## config.mk

```make
export PLATFORM = sky130hd
export DESIGN_NAME = ly_hit_injector
export DESIGN_NICKNAME = d
export VERILOG_FILES = /design/src/rtl/ly_hit_injector.sv
export SDC_FILE = /design/constraint.sdc
export NUM_CORES = 2
export LEC_CHECK = 0
export ABC_CLOCK_PERIOD_IN_PS = 3000
export BUFFER_PORTS_ARGS = -buffer_cell sky130_fd_sc_hd__buf_2
export CAP_MARGIN = 20
export CORE_MARGIN = 3
export CORE_UTILIZATION = 55
export CTS_BUF_LIST = sky130_fd_sc_hd__clkbuf_16
export DETAILED_ROUTE_END_ITERATION = 8
export PLACE_DENSITY = 0.82
export SLEW_MARGIN = 0
export SYNTH_ARGS = -nofsm -noshare
export SYNTH_HDL_FRONTEND = slang
export SYNTH_SLANG_ARGS = --single-unit
```

## constraint.sdc

```tcl
create_clock -name clk -period 3 [get_ports clk]
set_clock_uncertainty 0.1 [all_clocks]
set_input_delay 0.3 -clock clk [delete_from_list [all_inputs] [get_ports clk]]
set_output_delay 0.3 -clock clk [all_outputs]
set_load 0.01 [all_outputs]
```

## src/rtl/ly_hit_injector.sv

```systemverilog
// Self-test hit source: replays stored six-layer wire-group frames as fixed-width pulses separated by gaps.
// Optional feature: define INJ_LOOP_EN to honour the loop input (continuous replay until rst).
module ly_hit_injector #(
  parameter int DEPTH     = 8,
  parameter int PULSE_LEN = 2,
  parameter int GAP_LEN   = 3
) (
  input  logic                     clk,
  input  logic                     rst,
  input  logic                     wr_en,
  input  logic [$clog2(DEPTH)-1:0] wr_addr,
  input  logic [2:0]               wr_layer,
  input  logic [31:0]              wr_data,
  input  logic [$clog2(DEPTH)-1:0] last_frame,
  input  logic                     start,
  input  logic                     loop,
  input  logic                     trig_stop,
  output logic [31:0]              ly0,
  output logic [31:0]              ly1,
  output logic [31:0]              ly2,
  output logic [31:0]              ly3,
  output logic [31:0]              ly4,
  output logic [31:0]              ly5,
  output logic                     busy,
  output logic                     done
);

  localparam int AW = $clog2(DEPTH);
  localparam int PW = $clog2(PULSE_LEN + 1);
  localparam int GW = (GAP_LEN > 0) ? $clog2(GAP_LEN + 1) : 1;
  localparam logic [PW-1:0] PULSE_LAST = PW'(PULSE_LEN - 1);
  localparam logic [GW-1:0] GAP_LAST   = GW'((GAP_LEN > 0) ? GAP_LEN - 1 : 0);

  typedef enum logic [1:0] {IDLE, PULSE, GAP} state_t;

  state_t          state_q, state_d;
  logic [AW-1:0]   ptr_q, ptr_d;
  logic [AW-1:0]   last_q, last_d;
  logic [PW-1:0]   pcnt_q, pcnt_d;
  logic [GW-1:0]   gcnt_q, gcnt_d;
  logic            loop_q, loop_d;
  logic            done_q, done_d;
  logic            load;
  logic            show;
  logic            end_frame;
  logic            loop_req;
  logic [31:0]     ly_w [6];

`ifdef INJ_LOOP_EN
  assign loop_req = loop;
`else
  logic unused_loop;
  assign loop_req    = 1'b0;
  assign unused_loop = loop;
`endif

  always_ff @(posedge clk) begin
    if (rst) begin
      state_q <= IDLE;
      ptr_q   <= '0;
      last_q  <= '0;
      pcnt_q  <= '0;
      gcnt_q  <= '0;
      loop_q  <= 1'b0;
      done_q  <= 1'b0;
    end else begin
      state_q <= state_d;
      ptr_q   <= ptr_d;
      last_q  <= last_d;
      pcnt_q  <= pcnt_d;
      gcnt_q  <= gcnt_d;
      loop_q  <= loop_d;
      done_q  <= done_d;
    end
  end

  // load: fetch frame ptr_d into the output registers this edge.
  // show: keep driving the held frame; otherwise outputs go to zero.
  always_comb begin
    state_d   = state_q;
    ptr_d     = ptr_q;
    last_d    = last_q;
    pcnt_d    = pcnt_q;
    gcnt_d    = gcnt_q;
    loop_d    = loop_q;
    done_d    = 1'b0;
    load      = 1'b0;
    show      = 1'b0;
    end_frame = 1'b0;

    case (state_q)
      IDLE: begin
        if (start) begin
          state_d = PULSE;
          ptr_d   = '0;
          last_d  = last_frame;
          loop_d  = loop_req;
          pcnt_d  = '0;
          load    = 1'b1;
        end
      end
      PULSE: begin
        if (!trig_stop) begin
          if (pcnt_q == PULSE_LAST) begin
            if (GAP_LEN == 0) begin
              end_frame = 1'b1;
            end else begin
              state_d = GAP;
              gcnt_d  = '0;
            end
          end else begin
            pcnt_d = pcnt_q + PW'(1);
            show   = 1'b1;
          end
        end
      end
      GAP: begin
        if (!trig_stop) begin
          if (gcnt_q == GAP_LAST) begin
            end_frame = 1'b1;
          end else begin
            gcnt_d = gcnt_q + GW'(1);
          end
        end
      end
      default: state_d = IDLE;
    endcase

    if (end_frame) begin
      if (ptr_q != last_q) begin
        state_d = PULSE;
        ptr_d   = ptr_q + AW'(1);
        pcnt_d  = '0;
        load    = 1'b1;
      end else if (loop_q) begin
        state_d = PULSE;
        ptr_d   = '0;
        pcnt_d  = '0;
        load    = 1'b1;
      end else begin
        state_d = IDLE;
        done_d  = 1'b1;
      end
    end
  end

  // One RAM per layer so a single-word write and a six-word frame read coexist.
  genvar gi;
  generate
    for (gi = 0; gi < 6; gi++) begin : g_layer
      logic [31:0] mem [DEPTH];
      logic [31:0] frame_q;
      logic [31:0] ly_q;

      always_ff @(posedge clk) begin
        if (wr_en && (wr_layer == 3'(gi))) begin
          mem[wr_addr] <= wr_data;
        end
      end

      always_ff @(posedge clk) begin
        if (rst) begin
          frame_q <= '0;
          ly_q    <= '0;
        end else if (load) begin
          frame_q <= mem[ptr_d];
          ly_q    <= mem[ptr_d];
        end else begin
          ly_q    <= show ? frame_q : '0;
        end
      end

      assign ly_w[gi] = ly_q;
    end
  endgenerate

  assign ly0  = ly_w[0];
  assign ly1  = ly_w[1];
  assign ly2  = ly_w[2];
  assign ly3  = ly_w[3];
  assign ly4  = ly_w[4];
  assign ly5  = ly_w[5];
  assign busy = (state_q != IDLE);
  assign done = done_q;

endmodule

```

==> results.md <==
- Drt initial violations: 5090
- WP data required: 3.65 ns
- DIE WIDTH: 365 um
- CP Launch Type: register
- Drt first pass iters: 5
- Max-slew violations: 0
- Initial core utilization: 0.556
- Layout cells sized above 1: 0.184
- Commonest non-fill, non-tap cell in the layout: nand2_1
- Post-synth EDFFs: 1536
- FFs w/ async S/R, synth: 0
- Routed via count: 42800
- Crit path max-delay cell type: nor3_2
- LEAKAGE: 30.3 nW
- Headroom to the max-slew limit: 0.211
- First-pass GRT wire length: 254 mm
- # port buffers: 239
- Post-DR wirelength/cell: 23.9 um
- Final ANT Viol Nets: 0
- Most used cell, CP: buf_4
- Die Ht: 365 um
- Final instance area: 0.0830 sq mm
- CTS max path bufs: 3
- Worst path bufs/invs: 5
- Final GP Congestion: 0.783
- Drc violations: 0
- Mapped Area: 0.0711 sq mm
- Post-DP HPWL: 93.5 mm
- Slowest stage delay, CP: 0.41 ns
- Final hold vios: 3
- Final core utilization: 0.649
- Cell Rows: 131
- Syn_nets: 5094
- Yosys reg bits: 1933
- Min-Delay Path Class: input pin to register
- Initial antenna violation count: 16
- Worst vdd rail ir drop: 0.586 mV
- Finish-stage setup viols: 2
- Commonest cells after routing, fill and taps aside: nand2_1 (1731), edfxtp_1 (1536), dfxtp_1 (396), mux2i_1 (374), buf_2 (239)
- Max frequency: 0.332 GHz
- Arrival @ worst endpoint: 3.66 ns
- Global route total overflow: 0
- Vias per cell: 5.84
- Tot Pwr: 52.7 mW
- Num ports: 241
- Number of global-route vias before repair: 42400
- Mapped Cells: 5045
- Hold WS: -0.00922 ns
- Final net count: 5542
- Cell taking the most area after synthesis: edfxtp_1
- Kind of critical path: register to register
- GRT Total Usage: 0.255
- Final worst setup slack: -0.0138 ns
- H-tree depth: 4
- Worst-Skew Late Latency: 0.81 ns
- Die area: 0.134 sq mm
- Final wirelength: 175 mm
- Max-cap violation count: 0
- Register area share after synthesis: 0.761
- Largest net degree at the start of global routing: 83
- PwrDens: 635 mW/mm^2
- Synth warn: 0
- Period utilisation layout: 1.00
- Root buffer cell: clkbuf_16
- CTS Sinks: 1933
- Total CTS buffers: 183
- CTS tree: yes
- Crit path max fanout: 82
- Core ar.: 0.128 sq mm
- Top cells by area, synth: edfxtp_1 (65%), dfxtp_1 (11%), nand2_1 (9.2%)
- Post-synth cell types: 41
- Post-place instance area: 0.0759 sq mm
- P&R area growth vs syn: 16.7%
- Largest delay share family, worst path: buffers and inverters
- Status: finished with violations
- Synthesized area per cell: 14.1 sq um
- Crit-path cells: inv_1 > ha_2 > and4bb_2 > o31ai_4 > buf_4 > nor3_2 > nand2b_4 > buf_16 > buf_4 > o22ai_1 > a211oi_2 > buf_4 > nand2_1
- Top FF cell, synth: edfxtp_1
- Fin crit period: 3.01 ns
- Clk pin slew, worst setup/hold paths: 0.07 ns
- Yosys top cell area share: 0.649
- Worst slew pin tran: 1.18 ns
- Failing checks: negative hold slack, negative setup slack
- Crit path capture type: register
-- stage by stage --
step | setup slack [ns] | TNS [ns] | std cells | hold WS, ns
3_5_place_dp | -0.0551 | -1.08 | 6898 | 0.331
2_1_floorplan | 0.0596 | 0 | 5045 | 0.299
5_1_grt | -0.115 | -1.33 | 7313 | 0.00189
4_1_cts | -0.0166 | -0.0496 | 7264 | 0.0364
6_report | -0.0138 | -0.0238 | 7324 | -0.00922
3_3_place_gp | 0.0139 | 0 | 6898 | 0.329
-- synth_stat cells (all sizes together), types with 2 or more instances --
cell and count:
a211oi 191, a21boi 5, a21oi 200, buf 124, clkbuf 142, dfxtp 397
edfxtp 1536, ha 2, inv 3, mux2 6, mux2i 387, nand2 1737
nand2b 8, nand3 3, nand3b 3, nor2 68, nor2b 2, nor3 6
o21ai 5, o22a 5, o22ai 191, o31ai 2, or3 4, or3b 4
xor2 3
-- cell type report --
type	count	area, sq um
multi-input combinational	2843	16300
clock inverter	152	898
clock buffer	191	4780
sequential	1933	54100
tap	1662	2080
timing repair buffer	529	4780
inverter	3	11.3
antenna	11	27.5
fill	8328	44900
-- final timing paths --
kind	from	endpoint	slack, ns	depth (start not counted)
max reg2reg	gcnt_q[0]	ly3[4]	-0.01	13
min reg2reg	g_layer[4].frame_q[8]	ly4[8]	0.34	2
min	wr_data[12]	g_layer[1].mem[7][12]	-0.009	1
max	gcnt_q[0]	ly3[4]	-0.01	13
-- sequential cells by signal, summed over array words and instances (netlist names) --
| signal | cells |
|---|---|
| g_layer.frame_q | 192 |
| state_q | 2 |
| done | 1 |
| g_layer.mem | 1536 |
| gcnt_q | 2 |
| last_q | 3 |
| ptr_q | 3 |
| ly4 | 32 |
| ly1 | 32 |
| ly3 | 32 |
| ly5 | 32 |
| ly0 | 32 |
| pcnt_q | 2 |
| ly2 | 32 |
-- timing repair --
action	CTS	global route
setup buffers	4	24
endpoints found under the hold margin	123	138
hold buffers	18	8
setup endpoints to repair	133	262
cloned	1	8
resized for setup	9	74
pin swaps	2	30
-- power breakdown --
group          total (mW)  switching (mW)  internal, mW
Combinational        1.43            1.04         0.383
Sequential           29.4           0.144          29.3
Clock                21.9            9.76          12.1
-- layer usage --
metal	vias to the layer above	track usage	routed length, um
met2	2374	0.422	85700
met1	21100	0.333	65100
met5	-	0	59
met3	342	0.0506	18100
met4	10	0.106	6260
li1	19000	-	-
-- cell families after synthesis --
group	after synthesis	synth area share
fa+ha+maj	2	0.000352
mux	393	0.0555
buf+inv	269	0.0173
flops	1933	0.761
simple gates	1842	0.0988
xor+xnor	3	0.000370
compound gates	603	0.0667
Note: power is estimated with default switching activity, not from simulation.
